## src/rtl/seq_pkg.sv

```systemverilog
// Shared definitions for the serial pattern transmitter and the detectors it feeds:
// FSM state encoding, reference patterns and the serial line idle level.
package seq_pkg;

    typedef enum logic [1:0] {
        S_IDLE  = 2'd0,
        S_SHIFT = 2'd1,
        S_GAP   = 2'd2,
        S_DONE  = 2'd3
    } state_e;

    localparam logic [3:0] PAT_0001   = 4'b0001;
    localparam logic [3:0] PAT_0101   = 4'b0101;
    localparam logic       IDLE_LEVEL = 1'b1;

endpackage

```

## src/rtl/seq_pattern_gen_piso_shifter.sv

```systemverilog
// Parallel-in serial-out shifter, MSB first. Keeps a captured copy of the pattern
// so every repetition can restart from the original bits. The serial bit is a
// register that falls back to the idle level whenever no command is given.
module piso_shifter
    import seq_pkg::*;
#(
    parameter int WIDTH = 4
) (
    input  logic             clk,
    input  logic             reset,
    input  logic             load_i,
    input  logic [WIDTH-1:0] pattern_i,
    input  logic             reload_i,
    input  logic             shift_i,
    output logic             bit_o
);

    logic [WIDTH-1:0] copy_q, copy_d;
    logic [WIDTH-1:0] sreg_q, sreg_d;
    logic             bit_q, bit_d;

    // Pick the next serial bit; sreg holds the bits still to be sent, MSB aligned
    always_comb begin
        copy_d = copy_q;
        sreg_d = sreg_q;
        bit_d  = IDLE_LEVEL;
        if (load_i) begin
            copy_d = pattern_i;
            sreg_d = {pattern_i[WIDTH-2:0], 1'b0};
            bit_d  = pattern_i[WIDTH-1];
        end else if (reload_i) begin
            sreg_d = {copy_q[WIDTH-2:0], 1'b0};
            bit_d  = copy_q[WIDTH-1];
        end else if (shift_i) begin
            sreg_d = {sreg_q[WIDTH-2:0], 1'b0};
            bit_d  = sreg_q[WIDTH-1];
        end
    end

    // Shifter registers; reset leaves the line at its idle level
    always_ff @(posedge clk or negedge reset) begin
        if (!reset) begin
            copy_q <= '0;
            sreg_q <= '0;
            bit_q  <= IDLE_LEVEL;
        end else begin
            copy_q <= copy_d;
            sreg_q <= sreg_d;
            bit_q  <= bit_d;
        end
    end

    assign bit_o = bit_q;

endmodule

```

## src/rtl/seq_pattern_gen.sv

```systemverilog
// Serial bit-pattern transmitter: sends a captured WIDTH-bit pattern MSB first,
// repeat_n times, with GAP idle-high bits between repetitions, then pulses done.
module seq_pattern_gen
    import seq_pkg::*;
#(
    parameter int WIDTH = 4,
    parameter int CNT_W = 8,
    parameter int GAP   = 2
) (
    input  logic             clk,
    input  logic             reset,
    input  logic             start,
    input  logic [WIDTH-1:0] pattern,
    input  logic [CNT_W-1:0] repeat_n,
    output logic             ready,
    output logic             dout,
    output logic             dout_valid,
    output logic             last_bit,
    output logic             done
);

    localparam int                 BIT_W    = (WIDTH > 1) ? $clog2(WIDTH) : 1;
    localparam int                 GAP_W    = 4;
    localparam logic [BIT_W-1:0]   LAST_IDX = BIT_W'(WIDTH - 1);
    localparam logic [GAP_W-1:0]   GAP_LAST = (GAP > 0) ? GAP_W'(GAP - 1) : '0;
    localparam logic [CNT_W-1:0]   ONE_REP  = CNT_W'(1);

    state_e           state_q, state_d;
    logic [BIT_W-1:0] bitcnt_q, bitcnt_d;
    logic [GAP_W-1:0] gapcnt_q, gapcnt_d;
    logic [CNT_W-1:0] reps_q, reps_d;

    logic ready_q, ready_d;
    logic valid_q, valid_d;
    logic last_q, last_d;
    logic done_q, done_d;

    logic loadCmd, reloadCmd, shiftCmd;
    logic atLastBit;
    logic shifterBit;

    assign atLastBit = (bitcnt_q == LAST_IDX);

    // State and counter registers; reset abandons any transfer in flight
    always_ff @(posedge clk or negedge reset) begin
        if (!reset) begin
            state_q  <= S_IDLE;
            bitcnt_q <= '0;
            gapcnt_q <= '0;
            reps_q   <= '0;
        end else begin
            state_q  <= state_d;
            bitcnt_q <= bitcnt_d;
            gapcnt_q <= gapcnt_d;
            reps_q   <= reps_d;
        end
    end

    // Next state: walk the bits, count down repetitions, insert gaps between them
    always_comb begin
        state_d  = state_q;
        bitcnt_d = bitcnt_q;
        gapcnt_d = gapcnt_q;
        reps_d   = reps_q;
        case (state_q)
            S_IDLE: begin
                if (start) begin
                    reps_d   = repeat_n;
                    bitcnt_d = '0;
                    gapcnt_d = '0;
                    state_d  = (repeat_n == '0) ? S_DONE : S_SHIFT;
                end
            end
            S_SHIFT: begin
                if (atLastBit) begin
                    if (reps_q != '0) begin
                        reps_d = reps_q - ONE_REP;
                    end
                    bitcnt_d = '0;
                    gapcnt_d = '0;
                    if (reps_q <= ONE_REP) begin
                        state_d = S_DONE;
                    end else if (GAP > 0) begin
                        state_d = S_GAP;
                    end else begin
                        state_d = S_SHIFT;
                    end
                end else begin
                    bitcnt_d = bitcnt_q + BIT_W'(1);
                end
            end
            S_GAP: begin
                if (gapcnt_q == GAP_LAST) begin
                    gapcnt_d = '0;
                    state_d  = S_SHIFT;
                end else begin
                    gapcnt_d = gapcnt_q + GAP_W'(1);
                end
            end
            S_DONE: begin
                state_d = S_IDLE;
            end
            default: begin
                state_d = S_IDLE;
            end
        endcase
    end

    // Outputs for the coming cycle, derived from where the FSM is heading
    always_comb begin
        loadCmd   = (state_q == S_IDLE) && start && (repeat_n != '0);
        shiftCmd  = (state_q == S_SHIFT) && !atLastBit;
        reloadCmd = (state_d == S_SHIFT) &&
                    ((state_q == S_GAP) || ((state_q == S_SHIFT) && atLastBit));
        ready_d   = (state_d == S_IDLE);
        valid_d   = (state_d == S_SHIFT);
        last_d    = (state_d == S_SHIFT) && (bitcnt_d == LAST_IDX);
        done_d    = (state_d == S_DONE);
    end

    // Output registers so nothing downstream sees combinational glitches
    always_ff @(posedge clk or negedge reset) begin
        if (!reset) begin
            ready_q <= 1'b1;
            valid_q <= 1'b0;
            last_q  <= 1'b0;
            done_q  <= 1'b0;
        end else begin
            ready_q <= ready_d;
            valid_q <= valid_d;
            last_q  <= last_d;
            done_q  <= done_d;
        end
    end

    piso_shifter #(
        .WIDTH (WIDTH)
    ) u_shifter (
        .clk       (clk),
        .reset     (reset),
        .load_i    (loadCmd),
        .pattern_i (pattern),
        .reload_i  (reloadCmd),
        .shift_i   (shiftCmd),
        .bit_o     (shifterBit)
    );

    assign ready      = ready_q;
    assign dout       = shifterBit;
    assign dout_valid = valid_q;
    assign last_bit   = last_q;
    assign done       = done_q;

endmodule

```

## config.mk

```make
export PLATFORM = sky130hd
export DESIGN_NAME = seq_pattern_gen
export DESIGN_NICKNAME = d
export VERILOG_FILES = /design/src/rtl/seq_pkg.sv /design/src/rtl/seq_pattern_gen_piso_shifter.sv /design/src/rtl/seq_pattern_gen.sv
export SDC_FILE = /design/constraint.sdc
export NUM_CORES = 1
export LEC_CHECK = 0
export BUFFER_PORTS_ARGS = -buffer_cell sky130_fd_sc_hd__buf_2
export CAP_MARGIN = 20
export CORE_UTILIZATION = 56
export DETAILED_ROUTE_END_ITERATION = 6
export PLACE_DENSITY = 0.78
export REMOVE_ABC_BUFFERS = 1
export SLEW_MARGIN = 25
export SYNTH_ARGS = -nofsm -noshare
export SYNTH_HDL_FRONTEND = slang
export SYNTH_SLANG_ARGS = --single-unit
```

## constraint.sdc

```tcl
create_clock -name clk -period 3.01 [get_ports clk]
set_input_delay 0.903 -clock clk [delete_from_list [all_inputs] [get_ports clk]]
set_output_delay 0.903 -clock clk [all_outputs]
set_load 0.01 [all_outputs]
```

---- Word-level counts from Yosys, hierarchy flattened ----
Index checks and enable logic that the tools add are counted.
word-level totals
  input bits .............................. 15
  logic and storage cells ................. 67
  bits in registers ....................... 29
  output and inout port bits .............. 5
operators by class
  reduce and logical (&&, ||, !) cells .... 18
  $lt $le $gt $ge ......................... 1
  muxes and demuxes ....................... 23
  eq/ne operators ......................... 11
  add/subtract/negate cells ............... 3
operators with widths
  cell                                                                    count
  4-bit two-way mux                                                       6
  8-bit two-way mux                                                       3
  8-bit one-hot mux with 2 select lines                                   1
  8-bit nonzero test                                                      2
  2-bit two-way mux                                                       6
  4-bit one-hot mux with 3 select lines                                   1
  2-bit equality test (second input constant)                             5
  8-bit by 1-bit <= comparator with 1-bit output (second input constant)  1
  8-bit logical NOT                                                       1
  2-bit one-hot mux with 4 select lines                                   1
  8-bit by 1-bit subtractor with 8-bit output (second input constant)     1
  1-bit logical AND                                                       6
  2-bit inequality test (second input constant)                           3
  3-bit nonzero test                                                      2
  4-bit by 1-bit adder with 4-bit output (second input constant)          1
  2-bit by 1-bit equality test with 1-bit output (second input constant)  2
  4-bit by 1-bit equality test with 1-bit output (second input constant)  1
  2-bit logical NOT                                                       2
  1-bit two-way mux                                                       4
  2-bit one-hot mux with 2 select lines                                   1
  4-bit AND reduction                                                     1
  3-bit AND reduction                                                     1
  2-bit by 1-bit adder with 2-bit output (second input constant)          1
  2-bit nonzero test                                                      1
  other kinds (2)                                                         2

---- Logic depth before layout (Yosys ltp) ----
  depth in word-level cells ............... 8
  depth in mapped cells ................... 7
  depth with buffers taken out ............ 7

---- Hierarchy ----
A second synthesis with hierarchy kept.
unflattened totals
  cell total of the unflattened synthesis .. 147
  area total of the unflattened synthesis .. 1,520.2 sq um
modules (own cells, without submodules)
  module           times used  area an instance (sq um)  sequential area each (sq um)  cells an instance
  seq_pattern_gen  1           1,159.9                   501.7                         113
  piso_shifter     1           360.3                     201.4                         34

---- Least setup slack after synthesis ----
No wires, ideal clock.
  kind .................................... input -> register
  from .................................... input port repeat_n[7]
  to ...................................... register u_shifter.sreg_q[2]
  required time ........................... 2.883 ns
  path buffers ............................ 0
  setup time .............................. 0.127 ns
  arrival time ............................ 2.020 ns
  cell stages on the path ................. 5
  slack ................................... 0.862 ns
  path through ............................ nor4_1 nand3_1 o211ai_1 and2b_2 mux2_1
between the ends
  longest elaborated chain between the ends .. 8
  elaborated cells between the ends (all ways) .. 11
  those cells by class .................... 1 x eq/ne; 5 x mux; 5 x reduce/logical
RTL lines
  element                                             line                                RTL
  start: declaration                                  seq_pattern_gen.sv:14               input logic [CNT_W-1:0] repeat_n,
  8-bit logical NOT (*)                               seq_pattern_gen.sv:71               state_d = (repeat_n == '0) ? S_DONE : S_SHIFT;
  2-bit two-way mux (*)                               seq_pattern_gen.sv:71
  2-bit two-way mux (*)                               seq_pattern_gen.sv:67               if (start) begin
  2-bit one-hot mux with 4 select lines (*)           seq_pattern_gen.sv:65               case (state_q)
  via state_d[1]                                      seq_pattern_gen.sv:28               state_e state_q, state_d;
  2-bit by 1-bit equality test with 1-bit output (*)  --
  via valid_d                                         seq_pattern_gen.sv:34               logic valid_q, valid_d;
  1-bit logical AND (*)                               seq_pattern_gen.sv:113              reloadCmd = (state_d == S_SHIFT) &&
  4-bit two-way mux                                   seq_pattern_gen_piso_shifter.sv:31  end else if (reload_i) begin
  4-bit two-way mux                                   seq_pattern_gen_piso_shifter.sv:27  if (load_i) begin
  end signal: assignment                              seq_pattern_gen_piso_shifter.sv:48  sreg_q <= sreg_d;
  end: declaration                                    seq_pattern_gen_piso_shifter.sv:19  logic [WIDTH-1:0] sreg_q, sreg_d;
Mark *: on every way through the listed nets, which the timed path passes. The rest lies on a longest branch.
A chain may end at the register's enable or synchronous reset.

---- Worst setup path in the final report ----
  from .................................... register reps_q[4]
  to ...................................... register u_shifter.sreg_q[3]
between the ends
  longest elaborated chain between the ends .. 8
  elaborated cells between the ends (all ways) .. 9
  those cells by class .................... 1 x order compare; 1 x eq/ne; 5 x mux; 2 x reduce/logical
RTL lines
  element                                             line                                RTL
  start: declaration                                  seq_pattern_gen.sv:31               logic [CNT_W-1:0] reps_q, reps_d;
  start signal: assignment                            seq_pattern_gen.sv:55               reps_q <= reps_d;
  8-bit by 1-bit <= comparator with 1-bit output (*)  seq_pattern_gen.sv:81               if (reps_q <= ONE_REP) begin
  1-bit two-way mux (*)                               seq_pattern_gen.sv:81
  2-bit two-way mux (*)                               seq_pattern_gen.sv:75               if (atLastBit) begin
  2-bit one-hot mux with 4 select lines (*)           seq_pattern_gen.sv:65
  via state_d[0]                                      seq_pattern_gen.sv:28
  2-bit by 1-bit equality test with 1-bit output (*)  --
  via valid_d                                         seq_pattern_gen.sv:34
  1-bit logical AND (*)                               seq_pattern_gen.sv:113
  4-bit two-way mux                                   seq_pattern_gen_piso_shifter.sv:31
  4-bit two-way mux                                   seq_pattern_gen_piso_shifter.sv:27
Marks and branches as above.

==> impl_metrics.yaml <==
run_status:
  status: "finished clean"
clocking:
  cts_buffer_depth: 2
  postCtsSetupBuffers: 0
  cts-hold-fix-buffers: 0
  clk_latency_ns: 0.33
  clk_pin_slew_ns: 0.15
  cts.sinks: 28
  cts_buffers: 3
  cts-root-buf: "clkbuf_4"
  cts_tree: "built"
  htreeDepth: 1
  cts-resized-gates: 0
run:
  maxCapViolCount: 0
power:
  power_switching_uw: 677.6
  powerDensity_mw_per_mm2: 1022
  p_total_mw: 1.643
  share_comb_of_total_power_pct: 44.3
  p_sw_share_pct: 41.26
  seq_power_share_pct: 40.7
  p_leak_nw: 0.7431
  pwr-share-clk_pct: 15.0
  ir_worst_vdd_uv: 635.5
  p_int_uw: 964.9
place:
  gp_congestion: 0.7931
  dpl_worst_slack_ns: 0.5455
  dp_hpwl_um: 2126
  post_dp_cell_area_mm2: 0.001554
  portBuffers: 19
  place_inst: 195
floorplanning:
  core_mm2: 0.002318
  pin_count: 20
  initial_core_util_pct: 61.95
  die-area_mm2: 0.002772
  die_h_um: 52.65
  num_rows: 17
  dieWidth_um: 52.65
grt:
  grt_pass1_wl_um: 5133
  grt_pass1_vias: 1152
  antenna_found_initial: 0
  grt_start_max_net_pins: 29
  grt_usage_pct: 25.20
  grt_overflow: 0
cells_and_area:
  layout-drive-gt1-share_pct: 18.13
  final_util_pct: 69.29
  final_cells: 199
  num-nets-final: 193
  diodes: 0
  most-common-layout-cells: "26 x o21ai_0, 26 x dfrtp_1, 19 x buf_2"
  finalInstanceArea_mm2: 0.001607
  areaGrowthSynthToFinish_pct: 11.85
detailed_routing:
  first_pass_iters: 4
  wire_per_inst_um: 14.63
  drcViolationCount: 0
  vias: 1189
  dr.first_iter.drc_count: 30
  ant_nets: 0
  via_per_inst: 5.975
  wirelength_um: 2912
yosys:
  ys_ff_latch: 28
  yosysSeqAreaShare_pct: 48.95
  async_flop_share_pct: 100.0
  ys_warn_count: 0
  synth-main-ff-cell: "dfrtp_1"
  synth.distinct_cells: 38
  synth_top_area_share_pct: 45.30
  synthTopCellsByArea: "dfrtp_1 45%, o21ai_0 9.1%, ha_1 5.2%, dfstp_2 3.7%, a21oi_1 3.5%"
  synth_edf_count: 0
  synthCells: 152
  synth_area_mm2: 0.001436
  avgSynthCellArea_um2: 9.450
  synthDominantAreaCellType: "dfrtp_1"
setup_path:
  crit_fanout: 6
  arrival_ns: 2.51
  worstPathRequired_ns: 3.24
  critPathKind: "register to register"
  cp-start-kind: "register"
  endpoint_kind: "register"
  slowest_delay_ns: 0.47
  path_cells: "or3_1, or4_4, o211ai_2, and2b_2, mux2_1"
  slowest_stage: "dfrtp_1"
timing:
  rsz0062_at_grt: "false"
  setup_slack_ns: 0.7296
  hold_viol_final: 0
  finalSetupViolCount: 0
  fin_crit_ns: 2.280
  finClkSkew_ns: 0.003106
  period_share_pct: 75.76
  drv_slew: 0
  fin_tns_setup_ns: 0
  fmax_ghz: 0.4385
  holdWs_ns: 0.4994
  worstMarginPinSlew_ns: 0.7741
  relSlewSlack_pct: 48.40
worst_hold_path:
  min_path_type: "register to register"
==> per-layer routing <==
metal	up-vias	GRT usage, %	wire (um)
met2	26	40.72	1399
met5	-	0	0
met1	580	34.69	1401
met4	0	9.211	26
met3	2	2.609	85
li1	581	-	-
==> cells in the mapped netlist (all sizes together) (3+ instances only) <==
cell    count
o21ai      27
dfrtp      26
nor2       13
nand2      11
a21oi      10
inv         8
ha          6
clkbuf      4
nand2b      4
nor3b       4
nor4        4
mux2i       3
nor3        3
==> state kept, by name, indices dropped and copies added (netlist names) <==
name and flops:
reps_q 8, gapcnt_q 4, u_shifter.copy_q 4, u_shifter.sreg_q 3, bitcnt_q 2, state_q 2, done 1, dout_valid 1
last_bit 1, ready 1, u_shifter.bit_o 1
==> critical path, delay by kind of cell, from the launching register on <==
family | cells | cell delay, ns
multiplexers | 1 | 0.34
flip-flops | 1 | 0.47
AO/OA/AOI/OAI | 1 | 0.24
AND/OR/NAND/NOR | 3 | 1.13
==> cell type report <==
| type | instances | area, um^2 |
|---|---|---|
| Timing Repair Buffer | 20 | 102.6 |
| Clock inverter | 1 | 30.03 |
| Inverter | 8 | 30.03 |
| Fill cell | 205 | 711.9 |
| Sequential cell | 28 | 703.2 |
| Multi-Input combinational cell | 111 | 683.2 |
| Tap cell | 28 | 35.03 |
| Clock buffer | 3 | 22.52 |
==> kinds of logic after synthesis <==
logic type	count (synthesis)	synth area share [%]
AND/OR/NAND/NOR	51	18.82
AO/OA/AOI/OAI	49	19.86
flip-flops	28	48.95
buffers and inverters	13	3.484
adder cells (fa/ha/maj)	6	5.226
multiplexers	5	3.659
==> power by group through the flow <==
| stage | combinational, mW | sequential [mW] | clock (mW) |
|---|---|---|---|
| finish | 0.728 | 0.668 | 0.247 |
| global route | 0.833 | 0.692 | 0.261 |
| CTS | 0.724 | 0.665 | 0.248 |
| detailed placement | 0.723 | 0.673 | 0 |
| global placement | 0.688 | 0.660 | 0 |
| floorplan | 0.518 | 0.657 | 0 |
==> path summary, 6_finish.rpt <==
| check | startpoint | to | slack, ns | depth (start not counted) |
|---|---|---|---|---|
| setup / recovery | reps_q[4] | u_shifter.sreg_q[3] | 0.73 | 5 |
| hold / removal | u_shifter.copy_q[0] | u_shifter.copy_q[0] | 0.50 | 2 |
| setup reg to reg | reps_q[4] | u_shifter.sreg_q[3] | 0.73 | 5 |
| hold reg to reg | u_shifter.copy_q[0] | u_shifter.copy_q[0] | 0.50 | 2 |
| max in group asynchronous | reset | u_shifter.sreg_q[3] | 2.04 | 1 |
| min in group asynchronous | reset | last_bit | 0.56 | 1 |
(Power assumes the default switching activity.)
